$ cat src/rtl/dmem_arb_pkg.sv
// Shared types and constants for the data-memory port arbiter.
// Optional statistics counters are enabled with the DMEM_ARB_STATS_EN macro.
package dmem_arb_pkg;

  // Arbitration mode, encoded explicitly so the encoding is stable across tools
  typedef enum logic [1:0] {
    ARB_CPU_PRI   = 2'd0,
    ARB_HOST_PRI  = 2'd1,
    ARB_HOST_LOCK = 2'd2
  } arb_state_e;

  // Owner tag carried with each read through the return pipeline
  localparam logic OWNER_CPU  = 1'b0;
  localparam logic OWNER_HOST = 1'b1;

  // Width of the optional statistics counters
  localparam int STAT_W = 32;

  // Increment that sticks at all-ones instead of wrapping
  function automatic logic [STAT_W-1:0] sat_inc(input logic [STAT_W-1:0] v);
    return (&v) ? v : v + 1'b1;
  endfunction

endpackage

$ cat src/rtl/dmem_arb_rd_tag_pipe.sv
// Read-return tag pipeline: carries (valid, owner) for each issued SRAM read
// for RD_LAT cycles so the returning data can be steered to its requester.
module dmem_arb_rd_tag_pipe
  import dmem_arb_pkg::*;
#(
  parameter int RD_LAT = 1
) (
  input  logic clk,
  input  logic arst_n,
  input  logic in_valid,
  input  logic in_owner,
  output logic cpu_rvalid,
  output logic host_rvalid
);

  logic [RD_LAT-1:0] vld_q;
  logic [RD_LAT-1:0] own_q;

  // Shift the tag one stage per cycle; reset drops every in-flight read
  // NOTE: state updates use <= so each stage samples its neighbour's old value.
  always_ff @(posedge clk or negedge arst_n) begin
    if (!arst_n) begin
      vld_q <= '0;
      own_q <= '0;
    end else begin
      vld_q[0] <= in_valid;
      own_q[0] <= in_owner;
      for (int i = 1; i < RD_LAT; i++) begin
        vld_q[i] <= vld_q[i-1];
        own_q[i] <= own_q[i-1];
      end
    end
  end

  assign cpu_rvalid  = vld_q[RD_LAT-1] & (own_q[RD_LAT-1] == OWNER_CPU);
  assign host_rvalid = vld_q[RD_LAT-1] & (own_q[RD_LAT-1] == OWNER_HOST);

endmodule

$ cat src/rtl/dmem_port_arbiter.sv
// Arbiter sharing one single-port data SRAM between the CPU MEM stage and the
// host load/debug port. CPU has priority; a starvation counter and a host
// lock mode guarantee host progress. Define DMEM_ARB_STATS_EN to add
// saturating access/conflict/stall counters on extra output ports.
module dmem_port_arbiter
  import dmem_arb_pkg::*;
#(
  parameter int ADDR_W   = 64,
  parameter int DATA_W   = 64,
  parameter int MAX_WAIT = 8,
  parameter int RD_LAT   = 1
) (
  input  logic              clk,
  input  logic              arst_n,
  input  logic              cpu_req,
  input  logic              cpu_wen,
  input  logic [ADDR_W-1:0] cpu_addr,
  input  logic [DATA_W-1:0] cpu_wdata,
  output logic              cpu_gnt,
  output logic              cpu_stall,
  output logic [DATA_W-1:0] cpu_rdata,
  output logic              cpu_rvalid,
  input  logic              host_req,
  input  logic              host_wen,
  input  logic [ADDR_W-1:0] host_addr,
  input  logic [DATA_W-1:0] host_wdata,
  input  logic              host_lock,
  output logic              host_gnt,
  output logic [DATA_W-1:0] host_rdata,
  output logic              host_rvalid,
  output logic [ADDR_W-1:0] mem_addr,
  output logic              mem_wen,
  output logic              mem_ren,
  output logic [DATA_W-1:0] mem_wdata,
`ifdef DMEM_ARB_STATS_EN
  output logic [STAT_W-1:0] stat_cpu_acc,
  output logic [STAT_W-1:0] stat_host_acc,
  output logic [STAT_W-1:0] stat_conflict,
  output logic [STAT_W-1:0] stat_cpu_stall,
`endif
  input  logic [DATA_W-1:0] mem_rdata
);

  localparam logic [7:0] WAIT_MAX = 8'(MAX_WAIT);

  arb_state_e        state_q, state_d;
  logic [7:0]        wait_cnt_q, wait_cnt_d;

  logic              cmd_valid;
  logic              cmd_wen;
  logic              cmd_owner;
  logic [ADDR_W-1:0] cmd_addr;
  logic [DATA_W-1:0] cmd_wdata;
  logic              cmd_owner_q;

  logic [DATA_W-1:0] cpu_rdata_q;
  logic [DATA_W-1:0] host_rdata_q;

  // Grant decode and next arbitration mode from current mode and requests
  // NOTE: every output of this block is given a default first so no path
  // through the case statement leaves a value unassigned (no latches).
  always_comb begin
    cpu_gnt  = 1'b0;
    host_gnt = 1'b0;
    state_d  = state_q;
    case (state_q)
      ARB_CPU_PRI: begin
        cpu_gnt  = cpu_req;
        host_gnt = host_req & ~cpu_req;
        if (host_gnt && host_lock) begin
          state_d = ARB_HOST_LOCK;
        end else if ((wait_cnt_q == WAIT_MAX) && !host_gnt) begin
          state_d = ARB_HOST_PRI;
        end
      end
      ARB_HOST_PRI: begin
        host_gnt = host_req;
        cpu_gnt  = cpu_req & ~host_req;
        // Any cycle with host_req set is a host accept in this mode
        if (host_req && host_lock) begin
          state_d = ARB_HOST_LOCK;
        end else begin
          state_d = ARB_CPU_PRI;
        end
      end
      ARB_HOST_LOCK: begin
        // The cycle that releases the lock still serves a pending host command
        host_gnt = host_req;
        if (!host_lock || !host_req) begin
          state_d = ARB_CPU_PRI;
        end
      end
      default: state_d = ARB_CPU_PRI;
    endcase
  end

  assign cpu_stall = cpu_req & ~cpu_gnt;

  // Starvation counter: counts host wait cycles, sticks at the threshold
  always_comb begin
    wait_cnt_d = wait_cnt_q;
    if (!host_req || host_gnt) begin
      wait_cnt_d = '0;
    end else if (wait_cnt_q != WAIT_MAX) begin
      wait_cnt_d = wait_cnt_q + 8'd1;
    end
  end

  // Arbitration mode and starvation counter registers
  always_ff @(posedge clk or negedge arst_n) begin
    if (!arst_n) begin
      state_q    <= ARB_CPU_PRI;
      wait_cnt_q <= '0;
    end else begin
      state_q    <= state_d;
      wait_cnt_q <= wait_cnt_d;
    end
  end

  // Select the winning command; at most one grant is ever active
  always_comb begin
    cmd_valid = cpu_gnt | host_gnt;
    cmd_owner = host_gnt ? OWNER_HOST : OWNER_CPU;
    cmd_wen   = host_gnt ? host_wen   : cpu_wen;
    cmd_addr  = host_gnt ? host_addr  : cpu_addr;
    cmd_wdata = host_gnt ? host_wdata : cpu_wdata;
  end

  // Command register: drives the SRAM port the cycle after acceptance, idle is all-zero
  always_ff @(posedge clk or negedge arst_n) begin
    if (!arst_n) begin
      mem_addr    <= '0;
      mem_wen     <= 1'b0;
      mem_ren     <= 1'b0;
      mem_wdata   <= '0;
      cmd_owner_q <= OWNER_CPU;
    end else if (cmd_valid) begin
      mem_addr    <= cmd_addr;
      mem_wen     <= cmd_wen;
      mem_ren     <= ~cmd_wen;
      mem_wdata   <= cmd_wdata;
      cmd_owner_q <= cmd_owner;
    end else begin
      mem_addr    <= '0;
      mem_wen     <= 1'b0;
      mem_ren     <= 1'b0;
      mem_wdata   <= '0;
      cmd_owner_q <= OWNER_CPU;
    end
  end

  // Tags enter the return pipeline alongside the SRAM read strobe
  dmem_arb_rd_tag_pipe #(
    .RD_LAT (RD_LAT)
  ) u_rd_tag_pipe (
    .clk         (clk),
    .arst_n      (arst_n),
    .in_valid    (mem_ren),
    .in_owner    (cmd_owner_q),
    .cpu_rvalid  (cpu_rvalid),
    .host_rvalid (host_rvalid)
  );

  // Hold the last data delivered to each requester between its rvalid pulses
  always_ff @(posedge clk or negedge arst_n) begin
    if (!arst_n) begin
      cpu_rdata_q  <= '0;
      host_rdata_q <= '0;
    end else begin
      if (cpu_rvalid)  cpu_rdata_q  <= mem_rdata;
      if (host_rvalid) host_rdata_q <= mem_rdata;
    end
  end

  // SRAM data is only valid in the rvalid cycle itself, so it is passed
  // straight through then and the held copy is shown otherwise.
  assign cpu_rdata  = cpu_rvalid  ? mem_rdata : cpu_rdata_q;
  assign host_rdata = host_rvalid ? mem_rdata : host_rdata_q;

`ifdef DMEM_ARB_STATS_EN
  // Saturating statistics counters
  always_ff @(posedge clk or negedge arst_n) begin
    if (!arst_n) begin
      stat_cpu_acc   <= '0;
      stat_host_acc  <= '0;
      stat_conflict  <= '0;
      stat_cpu_stall <= '0;
    end else begin
      if (cpu_gnt)            stat_cpu_acc   <= sat_inc(stat_cpu_acc);
      if (host_gnt)           stat_host_acc  <= sat_inc(stat_host_acc);
      if (cpu_req && host_req) stat_conflict <= sat_inc(stat_conflict);
      if (cpu_stall)          stat_cpu_stall <= sat_inc(stat_cpu_stall);
    end
  end
`endif

endmodule

$ cat config.mk
export PLATFORM = sky130hd
export DESIGN_NAME = dmem_port_arbiter
export DESIGN_NICKNAME = d
export VERILOG_FILES = /design/src/rtl/dmem_arb_pkg.sv /design/src/rtl/dmem_arb_rd_tag_pipe.sv /design/src/rtl/dmem_port_arbiter.sv
export SDC_FILE = /design/constraint.sdc
export NUM_CORES = 1
export LEC_CHECK = 0
export CAP_MARGIN = 20
export CORE_AREA = 3 3 228 230
export DETAILED_ROUTE_END_ITERATION = 16
export DIE_AREA = 0 0 231 233
export PLACE_DENSITY = 0.53
export SLEW_MARGIN = 20
export SYNTH_ARGS = -nofsm -noshare
export SYNTH_HDL_FRONTEND = slang
export SYNTH_SLANG_ARGS = --single-unit
$ cat constraint.sdc
create_clock -name clk -period 4.83 [get_ports clk]
set_input_delay 0.966 -clock clk [delete_from_list [all_inputs] [get_ports clk]]
set_output_delay 0.966 -clock clk [all_outputs]
set_load 0.01 [all_outputs]
* Yosys cells after proc, flatten, opt, wreduce, memory -nomap -nowiden
Index checks and enable logic that the tools add are counted.
** Operators by class
- Add/sub/neg operators :: 1
- Reduce and logical (&&, ||, !) cells :: 12
- Equal/unequal tests :: 6
- Multiplexer cells :: 20
- Bitwise logic cells :: 11
** Operators by type and width (count)
- 64-bit two-way mux :: 6
- 8-bit two-way mux :: 2
- 8-bit by 1-bit adder with 8-bit output, second input constant :: 1
- 8-bit by 4-bit equality test with 1-bit output, second input constant :: 1
- 2-bit two-way mux :: 4
- 8-bit by 4-bit inequality test with 1-bit output, second input constant :: 1
- 2-bit case mux with 3 select lines :: 1
- 1-bit AND :: 5
- 1-bit two-way mux :: 5
- 1-bit NOT :: 5
- 1-bit case mux with 2 select lines :: 2
- 1-bit logical AND :: 3
- 1-bit zero test :: 3
- 3-bit inequality test, second input constant :: 1
- 2-bit by 1-bit equality test with 1-bit output, second input constant :: 1
- 2-bit equality test, second input constant :: 1
- 2-bit zero test :: 1
- 1-bit logical OR :: 2
- 2-bit inequality test, second input constant :: 1
- 2-bit AND reduction :: 1
- 2-bit nonzero test :: 1
- 2-bit OR reduction :: 1
- 1-bit OR :: 1
** Storage, ports and cells
- Input port bits :: 327
- Output and inout bits :: 263
- Word-level logic and storage cells :: 61
- Register bits after elaboration :: 271

* Depth between registers and ports, before layout
Gate-level depths: netlist of the first run.
- Depth in word-level cells :: 7
- Gate-level depth with buffers :: 9
- Gate-level depth less buffers :: 6

* Hierarchy
A second synthesis of the first run with hierarchy kept.
** Second synthesis, totals
- Cells, all modules :: 636
- Area total of the unflattened synthesis :: 10064.7 um^2
** Modules (own cells, without submodules)
- dmem_port_arbiter :: instances 1, area an instance 9998.3 um^2, cells each 632, seq. area each 6731.5 um^2
- dmem_arb_rd_tag_pipe :: instances 1, area an instance 66.3 um^2, cells each 4, seq. area each 50.0 um^2

* Worst setup path before layout of the first run
No wires, ideal clock.
- Kind :: in2out
- From :: input cpu_req
- To :: output host_gnt
- Stages :: 4
- Required time :: 3.864 ns
- Path slack :: 2.169 ns
- Path buffers :: 2
- Arrival time :: 1.695 ns
- Cells stage by stage :: nor2b_1 > o211a_1 > buf_2 > clkbuf_1
** On the way
- Longest elaborated chain between the ends :: 3
** RTL lines
- from (decl) :: line dmem_port_arbiter.sv:15 : input logic cpu_req,
- 1-bit NOT :: line dmem_port_arbiter.sv:69 : host_gnt = host_req & ~cpu_req;
- 1-bit AND :: line dmem_port_arbiter.sv:69
- 1-bit case mux with 2 select lines :: line dmem_port_arbiter.sv:66 : case (state_q)
- to (decl) :: line dmem_port_arbiter.sv:28 : output logic host_gnt,
No other way between the ends.

* Worst setup path after layout of the first run
Ends and elaborated chain as after synthesis.

==> run_results.csv, run 1 <==
group,metric,value,unit
yosys,ys_seq_elements,271,
setup_path,endpoint_kind,"primary output",
sta,relSlewSlack,44.7,%
sta,fmax,278,MHz
place,gp_congestion,0.797,
finish,layout-drive-gt1-share,16.1,%
clock_tree,clock_latency,0.52,ns
yosys,synth_compound_gate_area_share,12.2,%
routing,drt-total-wl,41.1,mm
setup_path,slowest_delay,0.61,ns
setup_path,crit_path_frequent_cell,"clkdlybuf4s50_1",
clock_tree,cts-root-buf,"clkbuf_16",
sta,fin_crit,3.60,ns
grt,overflow,0,
yosys,synth_top_family_by_area,"multiplexers",
die,start_util,20.0,%
routing,wire_per_inst,21.3,um
job,max_cap_violations,0,
sta,clock_skew,0.00733,ns
hold_path,min_path_type,"flip-flop to flip-flop",
yosys,synthXorXnorAreaFrac,0.524,%
finish,nNetsFinal,1567,
die,core-area,50100,sq um
clock_tree,cts_hold_buf,0,
routing,drc,0,
yosys,synth_async_sr_flop_share,100,%
sta,hold_viol,0,
hold_path,hold-path-cell-count,0,
clock_tree,clk_pin_slew,0.05,ns
setup_path,path_cells,"clkdlybuf4s50_1 > nor2b_1 > o211a_4 > clkdlybuf4s50_1",
clock_tree,h-tree-depth,2,
grt,grt_pass1_vias,8411,
sta,setup_viol,0,
yosys,synth_flop_cell,"dfrtp_1",
routing,dr.pass1.iters,4,
yosys,syn_nets,971,
routing,drt_iter0_markers,221,
yosys,ys.warnings.count,0,
yosys,synth.most_common_cell,"dfrtp_1",
finish,n_antenna_cell,0,
power,netSwitchingFraction,30.7,%
setup_path,crit_type,"primary input to primary output",
power,seq_power_share,31.5,%
yosys,synth_area_leaders,"dfrtp_1, mux2_2, a22o_1",
yosys,netlist_instances,637,
setup_path,ff2ff_path_depth,7,
yosys,yosysTopAreaCellShare,67.6,%
run_status,outcome,"finished clean",
setup_path,path_max_fanout,14,
setup_path,r2r_slack,2.27,ns
power,comb_power_share,43.7,%
grt,antenna_found_initial,0,
yosys,synth_top_cell_by_area,"dfrtp_1",
setup_path,slowest_stage,"clkdlybuf4s50_1",
routing,viasPerCell,4.02,
sta,rsz0062_at_grt,"no",
grt,grt-busiest-layer,"met2",
sta,fin_setup_tns,0,ns
yosys,synthMuxAreaShare,14.4,%
routing,antenna_left,0,
setup_path,arrival,2.63,ns
power,power.total,10.8,mW
clock_tree,numCtsBuffers,34,
grt,grt_use_met2,26.1,%
grt,grt.total_usage,14.6,%
yosys,seq_area_frac_synth,67.6,%
sta,period_share,74.5,%
power,p_sw,3.33,mW
die,io_pins,590,
power,p_leak,7.51,nW
die,die-area,53800,sq um
place,numPortBuffers,589,
setup_path,startpoint_type,"primary input",
yosys,avgSynthCellArea,15.7,sq um
grt,grt_max_degree,122,
yosys,netlist_area,10000,sq um
clock_tree,cts_resized,0,
die,row_count,82,
finish,area_growth,78.7,%
clock_tree,cts_buffer_depth,3,
power,internal_power,7.52,mW
clock_tree,clock_sinks,271,
power,p_clk_share,24.8,%
sta,worst_pin_slew,0.829,ns
yosys,synth_commonest_cells,"dfrtp_1, a22o_1, mux2_2",
clock_tree,post_cts_buffers,0,
sta,slew_violations,0,
place,dp_hpwl,32.9,mm
routing,vias,7751,
setup_path,cp.required,3.86,ns
yosys,synthSimpleGateAreaFrac,1.76,%
finish,fillers,4988,
grt,met1_usage,16.5,%
power,vdd_drop_max,0.191,mV
grt,grt_pass1_wl,57.5,mm
yosys,synth_fa_ha_area_share,0.873,%
power,power_density,605,nW/um^2
yosys,synth_edf_count,0,
die,die_x,231,um
clock_tree,cts_tree,"built",
die,die_y,233,um
grt,gr-usage-met3,4.88,%
yosys,netlist-cell-type-count,34,
-- registers in the layout (all words and copies together) (netlist names) --
register and count:
mem_ren 1, mem_wen 1, u_rd_tag_pipe.own_q 1, cmd_owner_q 1
u_rd_tag_pipe.vld_q 1, mem_addr 64, mem_wdata 64, host_rdata_q 64
cpu_rdata_q 64, wait_cnt_q 8, state_q 2
-- worst paths after layout --
path / start / endpoint
max: cpu_req / host_gnt
min: cmd_owner_q / u_rd_tag_pipe.own_q
max reg2reg: state_q[0] / mem_addr[2]
min reg2reg: cmd_owner_q / u_rd_tag_pipe.own_q
max in group asynchronous: arst_n / mem_addr[28]
min in group asynchronous: arst_n / host_rdata_q[15]
-- cell families after synthesis --
logic type / count (synthesis)
compound gates: 142
xor+xnor: 6
fa+ha+maj: 7
buf+inv: 51
flops: 271
mux: 128
simple gates: 32
-- critical path, delay by kind of cell --
kind                   cells  cell delay (ns)
buffers and inverters      2             1.08
AO/OA/AOI/OAI              1             0.39
AND/OR/NAND/NOR            1             0.19
-- layout by cell type, fill, tap and decap left out, types with 2 or more instances in the layout --
master | Yosys | final
dfrtp_1 | 271 | 271
clkbuf_1 | 8 | 8
clkdlybuf4s50_1 | 0 | 588
buf_4 | 13 | 9
and3_1 | 2 | 2
ha_1 | 7 | 7
clkbuf_8 | 0 | 3
nand3_1 | 5 | 5
xor2_1 | 5 | 5
a22o_1 | 129 | 129
nor2b_1 | 5 | 4
buf_12 | 0 | 5
mux2_2 | 128 | 128
a21oi_1 | 2 | 2
inv_1 | 8 | 8
o31ai_1 | 2 | 2
clkinv_2 | 0 | 5
clkinv_4 | 0 | 2
nor3_1 | 2 | 2
bufinv_16 | 0 | 5
nor2_1 | 9 | 9
clkbuf_16 | 0 | 37
-- per-stage QoR --
stage | instances | utilization [%] | setup slack [ns] | area, sq um | hold WS [ns]
after detailed placement | 1869 | 33.4 | 1.21 | 16700 | 0.336
after global routing | 1930 | 35.8 | 1.13 | 17900 | 0.367
after global placement | 1869 | 33.4 | 1.21 | 16700 | 0.336
after floorplan | 637 | - | 2.17 | 10000 | 0.331
after CTS | 1930 | 35.8 | 1.19 | 17900 | 0.348
final | 1930 | 35.8 | 1.23 | 17900 | 0.344
-- cell type report --
cell class / count / area [sq um] / area share, %
tap: 672 / 841 / 4.69
clock inverter: 13 / 204 / 1.14
timing repair buffer: 603 / 6070 / 33.8
inverter: 8 / 30.0 / 0.168
multi-input combinational: 315 / 3010 / 16.8
sequential: 271 / 6780 / 37.8
clock buffer: 48 / 997 / 5.56
-- power by group through the flow --
stage	Sequential, mW	Clock (mW)	Combinational [mW]
floorplan	3.58	0	1.81
finish	3.41	2.69	4.74
detailed placement	3.47	0	4.84
global placement	3.43	0	4.82
CTS	3.43	2.81	4.86
global route	3.50	2.90	5.04
-- layer usage --
| layer | routed length (um) | vias up |
|---|---|---|
| li1 | - | 3521 |
| met1 | 15500 | 3791 |
| met2 | 21100 | 384 |
| met3 | 3450 | 55 |
| met4 | 1050 | 0 |
| met5 | 0 | - |
Power figures use the tool's default switching activity.
==> run 2: changes to the inputs <==
CORE_AREA = 3 3 229 231   (was 3 3 228 230)
DIE_AREA = 0 0 232 234   (was 0 0 231 233)
PLACE_DENSITY = 0.54   (was 0.53)
clock period = 2.9 ns   (was 4.83 ns; I/O delays follow)
==> run_results.csv, run 2 (synthesized netlist as in run 1, its figures left out) <==
group,metric,value,unit
routing,drt_iter0_markers,202,
die,die_y,234,um
finish,final_common_cell,"clkdlybuf4s50_1",
sta,hold_viol,0,
die,row_count,82,
run_status,outcome,"finished clean",
power,p_clk_share,25.0,%
place,dp_hpwl,31.4,mm
clock_tree,cts_buffer_depth,3,
finish,final_cell_mix,"clkdlybuf4s50_1, dfrtp_1, a22o_1",
power,p_leak,7.79,nW
place,numPortBuffers,589,
finish,seq_area,6780,sq um
routing,antenna_left,0,
setup_path,endpoint_kind,"primary output",
finish,fillers,4972,
finish,nNetsFinal,1587,
routing,viasPerCell,3.99,
grt,overflow,0,
sta,worst_pin_slew,0.563,ns
routing,drc,0,
grt,grt-busiest-layer,"met2",
clock_tree,h-tree-depth,2,
die,die_x,232,um
setup_path,slowest_delay,0.50,ns
sta,setup_viol,0,
clock_tree,clk_pin_slew,0.05,ns
finish,multi_input_area,3020,sq um
hold_path,min_path_type,"flip-flop to flip-flop",
routing,dr.pass1.iters,4,
job,max_cap_violations,0,
grt,grt_pass1_vias,8523,
die,start_util,20.0,%
sta,fin_ws,0.131,ns
finish,area_growth,79.7,%
setup_path,startpoint_type,"flip-flop",
setup_path,path_max_fanout,11,
sta,relSlewSlack,62.5,%
sta,fin_crit,2.77,ns
grt,met1_usage,15.5,%
routing,wire_per_inst,20.4,um
grt,gr-usage-met3,6.01,%
grt,grt_pass1_wl,56.5,mm
place,place_ws,0.239,ns
power,seq_power_share,32.8,%
sta,rsz0062_at_grt,"no",
clock_tree,clock_latency,0.53,ns
grt,grt_max_degree,111,
power,vdd_drop_max,0.381,mV
power,internal_power,12.0,mW
power,power_density,962,nW/um^2
clock_tree,numCtsBuffers,35,
power,netSwitchingFraction,31.1,%
grt,grt_use_met2,24.6,%
setup_path,crit_type,"flip-flop to primary output",
die,io_pins,590,
sta,fmax,361,MHz
die,core-area,50300,sq um
clock_tree,clock_sinks,271,
place,gp_congestion,0.750,
setup_path,slowest_stage,"clkdlybuf4s50_1",
clock_tree,cts-root-buf,"clkbuf_16",
power,p_sw,5.40,mW
setup_path,path_cells,"nor2b_4 > buf_8 > mux2_2 > clkdlybuf4s50_1",
die,die-area,54300,sq um
power,comb_power_share,42.3,%
sta,slew_violations,0,
sta,clock_skew,0.0160,ns
sta,period_share,95.5,%
routing,drt-total-wl,39.9,mm
grt,antenna_found_initial,3,
sta,fin_setup_tns,0,ns
routing,vias,7782,
clock_tree,cts_tree,"built",
grt,grt.total_usage,14.1,%
setup_path,cp.required,2.32,ns
setup_path,arrival,2.19,ns
finish,layout-drive-gt1-share,17.2,%
run 2: path summary, 6_finish.rpt:
check | from | to | slack, ns | cells after the start
worst max-delay path | u_rd_tag_pipe.own_q | cpu_rdata[22] | 0.13 | 4
worst min-delay path | cmd_owner_q | u_rd_tag_pipe.own_q | 0.35 | 0
worst max register to register | state_q[0] | mem_addr[34] | 0.71 | 8
worst min register to register | cmd_owner_q | u_rd_tag_pipe.own_q | 0.35 | 0
max in group asynchronous | arst_n | wait_cnt_q[4] | 1.48 | 4
min in group asynchronous | arst_n | cpu_rdata_q[14] | 0.59 | 2
run 2: routing by layer:
| layer | routed length (um) | vias to the layer above |
|---|---|---|
| met3 | 4220 | 64 |
| met5 | 13 | - |
| met4 | 1060 | 2 |
| met2 | 20000 | 384 |
| li1 | - | 3570 |
| met1 | 14600 | 3762 |
run 2: power by group through the flow:
stage          registers, mW  logic [mW]  clock network [mW]
5_1_grt                 5.85        7.85                4.67
4_1_cts                 5.71        7.50                4.52
3_3_place_gp            5.74        7.93                   0
6_report                5.68        7.33                4.34
2_1_floorplan           5.96        3.01                   0
3_5_place_dp            5.77        7.99                   0
run 2: what timing repair did:
action,in CTS,in global routing
cloned,1,0
endpoints found under the setup margin,112,6
hold endpoints to repair,2,0
buffers inserted,3,1
hold buffers,1,0
resized for setup,114,2
run 2: layout make-up:
type,instances,area share (%)
Timing Repair Buffer,622,34.4
Tap cell,672,4.66
Inverter,8,0.167
Multi-Input combinational cell,315,16.7
Antenna cell,1,0.0139
Sequential cell,271,37.6
Clock inverter,6,0.465
Clock buffer,55,5.95
run 2: critical path, delay by kind of cell (launching register included):
| family | cells | cell delay, ns |
|---|---|---|
| and+or+nand+nor | 1 | 0.18 |
| buffers and inverters | 2 | 0.67 |
| muxes | 1 | 0.35 |
| DFF | 1 | 0.45 |
run 2: metrics by stage:
stage	cells	power (mW)	hold slack, ns	cell area, sq um	util, %
final	1950	17.4	0.352	18000	35.9
after global routing	1949	18.4	0.354	18000	35.9
after CTS	1948	17.7	0.355	18000	35.8
after detailed placement	1882	13.8	0.341	16900	33.6
after global placement	1882	13.7	0.335	16900	33.6
after floorplan	637	8.97	0.284	10000	-
